**src/rtl/uart_pkg.sv**
```systemverilog
// Shared constants for the oversampling UART receiver: state encoding,
// default oversampling ratio and the placement of the mid-bit vote ticks.
package uart_pkg;

  localparam int OVERSAMPLE_DEF = 32;

  // Vote window is centred on tick OVERSAMPLE/2; samples taken one tick either side.
  localparam int VOTE_PRE  = 1;
  localparam int VOTE_POST = 1;

  localparam logic [2:0] ST_IDLE   = 3'd0;
  localparam logic [2:0] ST_START  = 3'd1;
  localparam logic [2:0] ST_DATA   = 3'd2;
  localparam logic [2:0] ST_PARITY = 3'd3;
  localparam logic [2:0] ST_STOP   = 3'd4;

  function automatic logic maj3(input logic a, input logic b, input logic c);
    return (a & b) | (a & c) | (b & c);
  endfunction

endpackage

```
**src/rtl/uart_rx_vote.sv**
```systemverilog
// Mid-bit 3-sample majority voter. The first two samples are held in flops;
// the third is the live line value on the deciding tick.
module uart_rx_vote
  import uart_pkg::*;
#(
  parameter int OVERSAMPLE = OVERSAMPLE_DEF,
  localparam int SW = $clog2(OVERSAMPLE)
) (
  input  logic          clk,
  input  logic          reset,
  input  logic          s_tick_i,
  input  logic [SW-1:0] s_i,
  input  logic          rx_s_i,
  output logic          vote_valid_o,
  output logic          vote_bit_o
);

  localparam logic [SW-1:0] TICK_A = SW'(OVERSAMPLE / 2 - VOTE_PRE);
  localparam logic [SW-1:0] TICK_B = SW'(OVERSAMPLE / 2);
  localparam logic [SW-1:0] TICK_C = SW'(OVERSAMPLE / 2 + VOTE_POST);

  logic samp_a_q;
  logic samp_b_q;

  always_ff @(posedge clk) begin
    if (reset) begin
      samp_a_q <= 1'b1;
      samp_b_q <= 1'b1;
    end else if (s_tick_i) begin
      if (s_i == TICK_A) samp_a_q <= rx_s_i;
      if (s_i == TICK_B) samp_b_q <= rx_s_i;
    end
  end

  assign vote_valid_o = s_tick_i && (s_i == TICK_C);
  assign vote_bit_o   = maj3(samp_a_q, samp_b_q, rx_s_i);

endmodule

```
**src/rtl/uart_rx_oversample.sv**
```systemverilog
// Oversampling UART receiver (8N1 default, LSB first) with start/stop
// validation. Optional parity stage enabled by defining UART_RX_PARITY_EN.
module uart_rx_oversample
  import uart_pkg::*;
#(
  parameter int DBIT       = 8,
  parameter int OVERSAMPLE = OVERSAMPLE_DEF,
  parameter int PARITY_ODD = 0
) (
  input  logic            clk,
  input  logic            reset,
  input  logic            s_tick,
  input  logic            rx,
  output logic [DBIT-1:0] rx_dout,
  output logic            rx_done_tick,
  output logic            frame_err,
  output logic            parity_err,
  output logic            rx_busy
);

  localparam int SW = $clog2(OVERSAMPLE);
  localparam int NW = $clog2(DBIT);
  localparam logic [SW-1:0] LAST_S = SW'(OVERSAMPLE - 1);
  localparam logic [NW-1:0] LAST_N = NW'(DBIT - 1);

  logic            rx_meta_q, rx_s_q;
  logic [2:0]      state_q, state_d;
  logic [SW-1:0]   s_q, s_d;
  logic [NW-1:0]   n_q, n_d;
  logic [DBIT-1:0] sh_q, sh_d;
  logic [DBIT-1:0] dout_q, dout_d;
  logic            done_q, done_d;
  logic            ferr_q, ferr_d;
  logic            busy_q;
  logic            vote_valid, vote_bit;
  logic            tick_last;

`ifdef UART_RX_PARITY_EN
  logic perr_lat_q, perr_lat_d;
  logic perr_q, perr_d;
`endif

  uart_rx_vote #(.OVERSAMPLE(OVERSAMPLE)) u_vote (
    .clk         (clk),
    .reset       (reset),
    .s_tick_i    (s_tick),
    .s_i         (s_q),
    .rx_s_i      (rx_s_q),
    .vote_valid_o(vote_valid),
    .vote_bit_o  (vote_bit)
  );

  assign tick_last = s_tick && (s_q == LAST_S);

  always_comb begin
    state_d = state_q;
    s_d     = s_q;
    n_d     = n_q;
    sh_d    = sh_q;
    dout_d  = dout_q;
    done_d  = 1'b0;
    ferr_d  = 1'b0;
`ifdef UART_RX_PARITY_EN
    perr_lat_d = perr_lat_q;
    perr_d     = 1'b0;
`endif
    // The tick counter free-runs in every non-idle state and wraps each bit period.
    if (state_q != ST_IDLE && s_tick) s_d = (s_q == LAST_S) ? '0 : s_q + 1'b1;

    case (state_q)
      ST_IDLE: begin
        if (!rx_s_q) begin
          s_d     = '0;
          state_d = ST_START;
        end
      end
      ST_START: begin
        if (vote_valid && vote_bit) state_d = ST_IDLE;
        else if (tick_last) begin
          n_d     = '0;
          state_d = ST_DATA;
        end
      end
      ST_DATA: begin
        if (vote_valid) sh_d = {vote_bit, sh_q[DBIT-1:1]};
        if (tick_last) begin
          if (n_q == LAST_N) begin
`ifdef UART_RX_PARITY_EN
            state_d = ST_PARITY;
`else
            state_d = ST_STOP;
`endif
          end else begin
            n_d = n_q + 1'b1;
          end
        end
      end
`ifdef UART_RX_PARITY_EN
      ST_PARITY: begin
        if (vote_valid) perr_lat_d = vote_bit ^ (^sh_q) ^ 1'(PARITY_ODD);
        if (tick_last) state_d = ST_STOP;
      end
`endif
      // Finish at the stop-bit vote so a following start edge is never missed.
      ST_STOP: begin
        if (vote_valid) begin
          dout_d  = sh_q;
          done_d  = 1'b1;
          ferr_d  = ~vote_bit;
`ifdef UART_RX_PARITY_EN
          perr_d  = perr_lat_q;
`endif
          state_d = ST_IDLE;
        end
      end
      default: state_d = ST_IDLE;
    endcase
  end

  always_ff @(posedge clk) begin
    if (reset) begin
      rx_meta_q <= 1'b1;
      rx_s_q    <= 1'b1;
      state_q   <= ST_IDLE;
      s_q       <= '0;
      n_q       <= '0;
      sh_q      <= '0;
      dout_q    <= '0;
      done_q    <= 1'b0;
      ferr_q    <= 1'b0;
      busy_q    <= 1'b0;
    end else begin
      rx_meta_q <= rx;
      rx_s_q    <= rx_meta_q;
      state_q   <= state_d;
      s_q       <= s_d;
      n_q       <= n_d;
      sh_q      <= sh_d;
      dout_q    <= dout_d;
      done_q    <= done_d;
      ferr_q    <= ferr_d;
      // Registered from the current state: still high alongside the done pulse.
      busy_q    <= (state_q != ST_IDLE);
    end
  end

`ifdef UART_RX_PARITY_EN
  always_ff @(posedge clk) begin
    if (reset) begin
      perr_lat_q <= 1'b0;
      perr_q     <= 1'b0;
    end else begin
      perr_lat_q <= perr_lat_d;
      perr_q     <= perr_d;
    end
  end
  assign parity_err = perr_q;
`else
  logic unused_parity_odd;
  assign unused_parity_odd = ^PARITY_ODD;
  assign parity_err = 1'b0;
`endif

  assign rx_dout      = dout_q;
  assign rx_done_tick = done_q;
  assign frame_err    = ferr_q;
  assign rx_busy      = busy_q;

endmodule

```
**config.mk**
```make
export PLATFORM = sky130hd
export DESIGN_NAME = uart_rx_oversample
export DESIGN_NICKNAME = d
export VERILOG_FILES = /design/src/rtl/uart_pkg.sv /design/src/rtl/uart_rx_vote.sv /design/src/rtl/uart_rx_oversample.sv
export SDC_FILE = /design/constraint.sdc
export NUM_CORES = 1
export LEC_CHECK = 0
export ABC_AREA = 1
export BUFFER_PORTS_ARGS = -buffer_cell sky130_fd_sc_hd__buf_2
export CAP_MARGIN = 10
export CORE_MARGIN = 2
export CORE_UTILIZATION = 50
export DETAILED_ROUTE_END_ITERATION = 10
export PLACE_DENSITY = 0.67
export SKIP_CTS_REPAIR_TIMING = 1
export SLEW_MARGIN = 10
export SYNTH_ARGS = -nofsm -noshare
export SYNTH_HDL_FRONTEND = slang
export SYNTH_SLANG_ARGS = --single-unit
```
**constraint.sdc**
```tcl
create_clock -name clk -period 3.7 [get_ports clk]
set_input_delay 1.11 -clock clk [delete_from_list [all_inputs] [get_ports clk]]
set_output_delay 1.11 -clock clk [all_outputs]
set_load 0.05 [all_outputs]
```
==> results of run 1 <==
## cell families (layout without fill, tap and decap cells)
family	count (synthesis)	count (layout)	synth area share (%)
compound gates	35	35	12.12
fa+ha+maj	7	7	5.654
buf+inv	24	41	6.704
flops	34	34	43.94
other cells	1	1	0.2421
simple gates	96	96	31.34
## area by class of cell
class                           count  area (µm²)
Clock buffer                        7       55.05
Sequential cell                    34       680.7
Multi-Input combinational cell    139       764.5
Inverter                           19       72.57
Fill cell                         282        1314
Clock inverter                      1       5.005
Tap cell                           33       41.29
Timing Repair Buffer               14       70.07
## per-stage QoR
| step | hold slack (ns) | utilization, % |
|---|---|---|
| floorplan | 0.3895 | - |
| global placement | 0.4049 | 54.25 |
| detailed placement | 0.4147 | 54.25 |
| CTS | 0.4419 | 56.25 |
| global route | 0.4644 | 56.25 |
| finish | 0.4312 | 56.25 |
## worst min-delay path by stage
stage	startpoint	end	slack, ns
2_1_floorplan	rx_meta_q	rx_s_q	0.39
3_3_place_gp	rx_meta_q	rx_s_q	0.40
3_5_place_dp	rx_meta_q	rx_s_q	0.41
4_1_cts	rx_meta_q	rx_s_q	0.44
5_1_grt	rx_meta_q	rx_s_q	0.46
6_report	rx_meta_q	rx_s_q	0.43
## power by group
| part | internal [mW] | switching, mW | leakage (nW) | total, mW |
|---|---|---|---|---|
| Combinational | 0.0792 | 0.172 | 0.468 | 0.251 |
| Clock | 0.0921 | 0.116 | 0.0353 | 0.208 |
| Sequential | 0.391 | 0.0250 | 0.275 | 0.416 |
| Total | 0.562 | 0.313 | 0.778 | 0.875 |
## cell usage in the layout, fill, tap and decap left out, drive strengths merged, types with 2 or more instances in the layout
cell	instances
nand2	30
nor2	44
clkinv	2
dfxtp	34
clkbuf	7
nand3	15
nor3	4
ha	7
o21ai	22
a21oi	12
buf	14
inv	18
or2	3
## per-layer routing
metal | share of wire [%] | vias up | GRT usage [%]
met2 | 45 | 30 | 28.42
met3 | 4.8 | 4 | 4.762
met5 | 0 | - | 0
met1 | 48 | 567 | 25.24
met4 | 1.6 | 0 | 11.11
li1 | - | 666 | -
## sequential cells by signal (all words and copies together) (netlist names)
register,cells
rx_dout,8
sh_q,8
s_q,5
n_q,3
state_q,3
frame_err,1
rx_busy,1
rx_done_tick,1
rx_meta_q,1
rx_s_q,1
u_vote.samp_a_q,1
u_vote.samp_b_q,1
==> results.md, run 1 <==
- The share of post-route cells with drive strength above 1 is between 20% and 30%.
- The standard cell core area is 3003 µm².
- Sorting the synthesized cells by area gives the leading types as sky130_fd_sc_hd__dfxtp_1 44%, sky130_fd_sc_hd__nor2_1 9.2%, sky130_fd_sc_hd__ha_1 5.7%.
- 16 I/O pins were placed.
- The aggregate routed wire length is approximately 2.8 mm.
- The critical path endpoint is rx_dout[7].
- In this run, synthesis inferred 0 flip-flops with an integrated enable.
- The worst path buffer plus inverter count is 1.
- In this run the number of H-tree levels came out at 2.
- The number of input and output port buffers inserted is 14.
- The type of element launching the critical path is a register.
- After synthesis, the share of flip-flops with an asynchronous set or reset is 0%.
- Among all cell types in the netlist, the one instantiated most often is sky130_fd_sc_hd__nor2_1.
- The power density over cell area is between 500 and 600 nW/µm².
- The detailed-route DRC error count is 0.
- The analysis attributes to cell leakage a power of around 0.78 nW.
- The total power of the final layout is just under 0.9 mW.
- From bottom edge to top edge, the die measures a little under 60 µm.
- The critical path class is reg -> out.
- The placer's final routability congestion estimate is a little under 0.9.
- Setup repair after global routing left no endpoint under its margin.
- The total negative slack for setup checks is 0 ns.
- The type of the tightest min-delay check is reg -> reg.
- Along the worst hold path, the cell count comes to 1.
- In the post-route analysis, the smallest setup slack over all paths is approximately 1.7 ns.
- The number of antenna violations at the first check in global routing came to 0.
- The total global-route track usage is between 10% and 20%.
- The detailed router's first-iteration violation count is 75.
- The most used flip-flop cell after synthesis is sky130_fd_sc_hd__dfxtp_1.
- The clock period minus final worst setup slack is just over 2 ns.
- The source of the worst register-to-register timing path is s_q[0].
- The via count of the first global-routing pass is approximately 1,100.
- In this run the cell area measured after placement is approximately 1600 µm².
- Summed over all instances, the cell type with the most area after synthesis is sky130_fd_sc_hd__dfxtp_1.
- The worst endpoint data arrival time is a little over 0.9 ns.
- The average vias per placed instance is around 5.
- Counting instances in the post-synthesis netlist gives the leading cell types as 38 x sky130_fd_sc_hd__nor2_1, 34 x sky130_fd_sc_hd__dfxtp_1, 23 x sky130_fd_sc_hd__nand2_1.
- Once detailed placement completed, the half-perimeter wirelength came to between 2 and 2.5 mm.
- The most critical setup path has its startpoint at rx_dout[7].
- After floorplanning, the core was divided into 20 placement rows.
- The number of flip-flops and latches in the synthesized netlist is 34.
- After technology mapping, the gate count stands at between 150 and 200.
- The worst slack at placement is 1.601 ns.
- The fmax is 491.9 MHz.
- In this run the number of cells on the critical path is 1.
- The first global-routing pass estimated a little under 5 mm of wire.
- Once the floorplan was initialized, standard cells occupied between 50% and 60% of the core.
- Setup slack on the worst reg-to-reg path comes out at 1.78 ns.
- Global routing finished with a remaining overflow of 0.
- The area of the mapped netlist is 1549 µm².
- The reg-to-reg endpoint is state_q[0].
- The maximum single-stage delay on the critical path is about 0.34 ns.
- Clock latency on the worst-skew pair, taken at its later pin, is 0.32 ns.
- The required time reported for the critical path endpoint is 2.59 ns.
- The CTS buffer count is 5.
- The average footprint of a synthesized cell is slightly below 8 µm².
- The worst-case IR drop observed on VDD is around 0.32 mV.
- Sequential elements use 43.94% of the synthesized area.
- The run finished with clean final reports.
- The total of warnings raised by yosys is 0.
- The remaining antenna violation count is 0.
- The overall die area is around 3600 µm².
- The clock sink count is 34.
- The count of inserted antenna diode cells is 0.
- The number of cells in the finished layout apart from fillers is 247.
- The total count of hold-check failures in the final report is 0.
- Summing all non-filler instances in the final layout gives an area of between 1500 and 2000 µm².
- After detailed routing, the average wire length per cell comes to about 11 µm.
- Across all layers, the routed design uses approximately 1,300 vias.
- The worst clock skew on the final layout is between 0.005 and 0.006 ns.
- The width of the die is ~60 µm.
- The number of different library cells used by synthesis comes to 28.
- The maximum number of pins on one net before global-route repair is 21.
- The longest clock path from root to sink contains 2 buffers.
- The length in cells of the worst reg-to-reg path is 11.
- The category of the worst setup path capture point is a primary output.
- The clock input transition at the sequential cells of the worst setup and hold paths is 0.10 ns.
- After layout, the worst path uses ~55% of the clock period.
- The area growth from synthesis to layout is 9.047%.
- In this run the clock root is driven by a sky130_fd_sc_hd__clkbuf_4.
- The maximum fanout along the worst path is 2.
- In this run the biggest area consumer among cell types represents 43.94% of the synthesized area.
- Across the run, the number of max-cap violations was 0.
- The total instance count after detailed placement is 239.
- Setup violations remaining at the end of the flow were counted as 0.
- The critical path's top delay family is flip-flops.
- For this design, the slowest cell found on the critical path is sky130_fd_sc_hd__dfxtp_1.
- The critical path goes through buf_2.
- The final-report max-slew violation count came to 0.
- After the last flow step, the layout net total stands at approximately 220.
- The iteration count of the initial detailed-routing pass is 4.
- The total nets after synthesis is between 200 and 250.
- The clock tree from TritonCTS is done.
No activity file was read; power rests on OpenSTA's default activity.
==> run 2, diff against run 1 <==
- ABC_AREA: 1 -> 0
- PLACE_DENSITY: 0.67 -> 0.7
- clock period: 3.7 -> 1.7 ns (I/O delays scaled with it)
==> results.md, run 2 <==
- Outcome: finished, final reports clean (unchanged).
- The average vias per placed instance is 6.179 (was 5.130).
- The sequential area share after synthesis is 41.43% (was 43.94%).
- The required time reported for the critical path endpoint came to 1.96 ns (was 2.59 ns).
- The critical path class is reg -> reg (was reg -> out).
- The detailed-route DRC error count was 0 (unchanged).
- The overall die area is 3760 µm² (was 3559 µm²).
- The proportion of synthesized flip-flops having asynchronous set or reset is 0% (unchanged).
- The unique cell type count in the Yosys netlist was 40 (was 28).
- The clock insertion delay at the later pin of the skew report is 0.34 ns (was 0.32 ns).
- The cell at the root of the clock tree is sky130_fd_sc_hd__clkbuf_4 (unchanged).
- The setup slack on the worst flop-to-flop path is 0.1 ns (was 1.78 ns).
- The area of the mapped netlist came to 1643 µm² (was 1549 µm²).
- The hold path startpoint is rx (was rx_meta_q).
- The average footprint of a synthesized cell is 9.127 µm² (was 7.863 µm²).
- The initial core utilization is 53.37% (was 51.58%).
- The via count of the first global-routing pass is 1,375 (was 1,131).
- The reg-to-reg endpoint is state_q[0] (unchanged).
- The H-tree depth is 2 (unchanged).
- The worst ir drop on vdd was 0.7319 mV (was 0.3154 mV).
- The placed wire-length estimate was 2.517 mm (was 2.167 mm).
- The number of cells in the finished layout apart from fillers was 240 (was 247).
- The clock input transition at the sequential cells of the worst setup and hold paths is 0.10 ns (about the same).
- The cell type contributing the most total cell area after synthesis was sky130_fd_sc_hd__dfxtp_1 (unchanged).
- The total count of hold-check failures in the final report was 0 (unchanged).
- The count of inserted antenna diode cells was 0 (unchanged).
- The total nets after synthesis came to 191 (was 208).
- Setup repair after global routing missed its margin: no (unchanged).
- The final-report max-slew violation count is 0 (unchanged).
- The detailed router's first-iteration violation count is 58 (was 75).
- The clock sink count is 34 (unchanged).
- The number of nets at the end of the flow is 206 (was 224).
- The sink of the worst hold path is rx_meta_q (was rx_s_q).
- The most common cell in the synthesized netlist is sky130_fd_sc_hd__dfxtp_1 (was sky130_fd_sc_hd__nor2_1).
- The most used flip-flop cell after synthesis is sky130_fd_sc_hd__dfxtp_1 (unchanged).
- The total of warnings raised by yosys is 0 (unchanged).
- The worst endpoint data arrival time is 1.86 ns (was 0.92 ns).
- The worst clock skew on the final layout is 0.02214 ns (was 0.005237 ns).
- The clock period minus final worst setup slack is around 1.6 ns.
- The area growth from synthesis to layout is 15.31% (was 9.047%).
- The maximum number of pins on one net before global-route repair is 19 (was 21).
- The leakage power of the design is 0.6575 nW (was 0.7780 nW).
- The standard cell core area was 3078 µm² (was 3003 µm²).
- The average wire length per cell after detail routing is 15.36 µm (was 11.45 µm).
- The worst setup path startpoint was s_q[0] (was rx_dout[7]).
- The total I/O pin count is 16 (unchanged).
- Cell types with the highest counts after synthesis: 34 x sky130_fd_sc_hd__dfxtp_1, 23 x sky130_fd_sc_hd__a21oi_1, 17 x sky130_fd_sc_hd__o31ai_1 (was 38 x sky130_fd_sc_hd__nor2_1, 34 x sky130_fd_sc_hd__dfxtp_1, 23 x sky130_fd_sc_hd__nand2_1).
- The category of the worst setup path capture point is a register (was primary output).
- The number of cell rows is 20 (unchanged).
- The type of element launching the critical path is a register (unchanged).
- The most common library cell in the layout ignoring fill and taps is sky130_fd_sc_hd__dfxtp_1 (was sky130_fd_sc_hd__nor2_1).
- The width of the die came to 61.32 µm (was 59.66 µm).
- The number of antenna violations at the first check in global routing is 0 (unchanged).
- The number of input and output port buffers inserted was 14 (unchanged).
- The remaining antenna violation count came to 0 (unchanged).
- The number of flip-flops and latches in the synthesized netlist is 34 (unchanged).
- In the finished design, the share of the clock period the worst path needs comes to 94.14%.
- The number of enable flip-flop cells after synthesis came to 0 (unchanged).
- The count of fill cells added during filler insertion is 284 (was 282).
- The placer's final routability congestion estimate is 0.8312 (was 0.8796).
- The total via count after detailed routing came to 1,483 (was 1,267).
- The final global-route overflow total is 0 (unchanged).
- The power density over cell area is 771.1 nW/µm² (was 518.2 nW/µm²).
- The fmax is about 620 MHz.
- The number of standard cells after synthesis is 180 (was 197).
- The clock tree from TritonCTS is done (unchanged).
- Commonest cells after routing, fill and taps aside: 33 x sky130_fd_sc_hd__dfxtp_1, 23 x sky130_fd_sc_hd__a21oi_1, 16 x sky130_fd_sc_hd__nand4_1, 16 x sky130_fd_sc_hd__o31ai_1, 14 x sky130_fd_sc_hd__buf_2 (was 38 x sky130_fd_sc_hd__nor2_1, 34 x sky130_fd_sc_hd__dfxtp_1, 23 x sky130_fd_sc_hd__nand2_1).
- The share of the core filled with cells is 61.54% (was 56.25%).
- The total negative slack for setup checks is 0 ns (unchanged).
- The total global-route track usage came to 21.83% (was 19.19%).
- Top cells by area, synth: sky130_fd_sc_hd__dfxtp_1 41%, sky130_fd_sc_hd__o31ai_1 7.8%, sky130_fd_sc_hd__a21oi_1 7.0% (was sky130_fd_sc_hd__dfxtp_1 44%, sky130_fd_sc_hd__nor2_1 9.2%, sky130_fd_sc_hd__ha_1 5.7%).
- The worst hold slack after final layout is 0.3633 ns (was 0.4312 ns).
- The aggregate routed wire length is 3.686 mm (was 2.829 mm).
- The iteration count of the initial detailed-routing pass came to 4 (unchanged).
- The total power of the final layout is 1.461 mW (was 0.8753 mW).
- The total instance count after detailed placement is 231 (was 239).
- The number of max-cap violations is 0 (unchanged).
- The share of post-route cells with drive strength above 1 is 24.49% (was 22.43%).
- The number of failing setup endpoints in the final timing report was 0 (unchanged).
- The maximum fanout along the worst path is 9 (was 2).
- The worst-case clock buffer depth is 2 (unchanged).
- The area share of the largest cell type after synthesis is 41.43% (was 43.94%).
- The length in cells of the worst reg-to-reg path was 6 (was 11).
- The type of the tightest min-delay check is in -> reg (was reg -> reg).
- The CTS buffer count is 5 (unchanged).
- The global-route wire length before repair is 6.085 mm (was 4.974 mm).
- The y dimension of the die is 61.32 µm (was 59.66 µm).
- The depth of the worst hold-timing path is 2 (was 1).
- The source of the worst register-to-register timing path is s_q[0] (unchanged).
-- run 2: worst max-delay path: stages, from the launching register on --
cell and delay [ns]:
sky130_fd_sc_hd__dfxtp_2 0.33, sky130_fd_sc_hd__ha_2 0.18, sky130_fd_sc_hd__and3_1 0.22, sky130_fd_sc_hd__ha_4 0.20, sky130_fd_sc_hd__and2_1 0.17, sky130_fd_sc_hd__a311o_1 0.28
sky130_fd_sc_hd__a211oi_2 0.18
-- run 2: metal layers --
metal | wire length [µm] | GRT usage [%] | vias up
met1 | 1769 | 30.17 | 712
li1 | - | - | 719
met3 | 192 | 4.622 | 6
met5 | 0 | 0 | -
met2 | 1681 | 32.98 | 46
met4 | 42 | 9.317 | 0
-- run 2: where the power goes --
| part | internal [mW] | leakage, nW | switching, mW | total, mW |
|---|---|---|---|---|
| clock network | 0.312 | 0.0395 | 0.265 | 0.577 |
| logic | 0.0229 | 0.343 | 0.0504 | 0.0733 |
| registers | 0.803 | 0.275 | 0.00757 | 0.810 |
-- run 2: through the flow --
stage	worst slack, ns	cell area (µm²)
after global routing	0.01982	1894
final	0.09955	1894
after floorplan	0.01204	1657
after detailed placement	-0.07685	1777
after CTS	-0.07233	1852
after global placement	0.04465	1777
-- run 2: final cells by class --
type | instances | area, µm² | area share (%)
Multi-Input combinational cell | 123 | 883.3 | 46.63
Sequential cell | 34 | 681.9 | 36.00
Timing Repair Buffer | 27 | 180.2 | 9.511
Tap cell | 44 | 55.05 | 2.906
Clock buffer | 7 | 45.04 | 2.378
Clock inverter | 1 | 30.03 | 1.585
Inverter | 4 | 18.77 | 0.9908
-- run 2: worst max path at each step --
stage | to | cells past startpoint
after global placement | state_q[1] | 6
after floorplan | s_q[3] | 6
after detailed placement | state_q[1] | 6
final | state_q[0] | 6
after global routing | n_q[0] | 6
after CTS | state_q[1] | 6
-- run 2: cells by family after synthesis --
group	synth area share (%)
DFF	41.43
buffers and inverters	6.854
AOI/OAI and AO/OA	23.31
and+or+nand+nor	22.16
other	0.2283
adders and majority gates	6.016
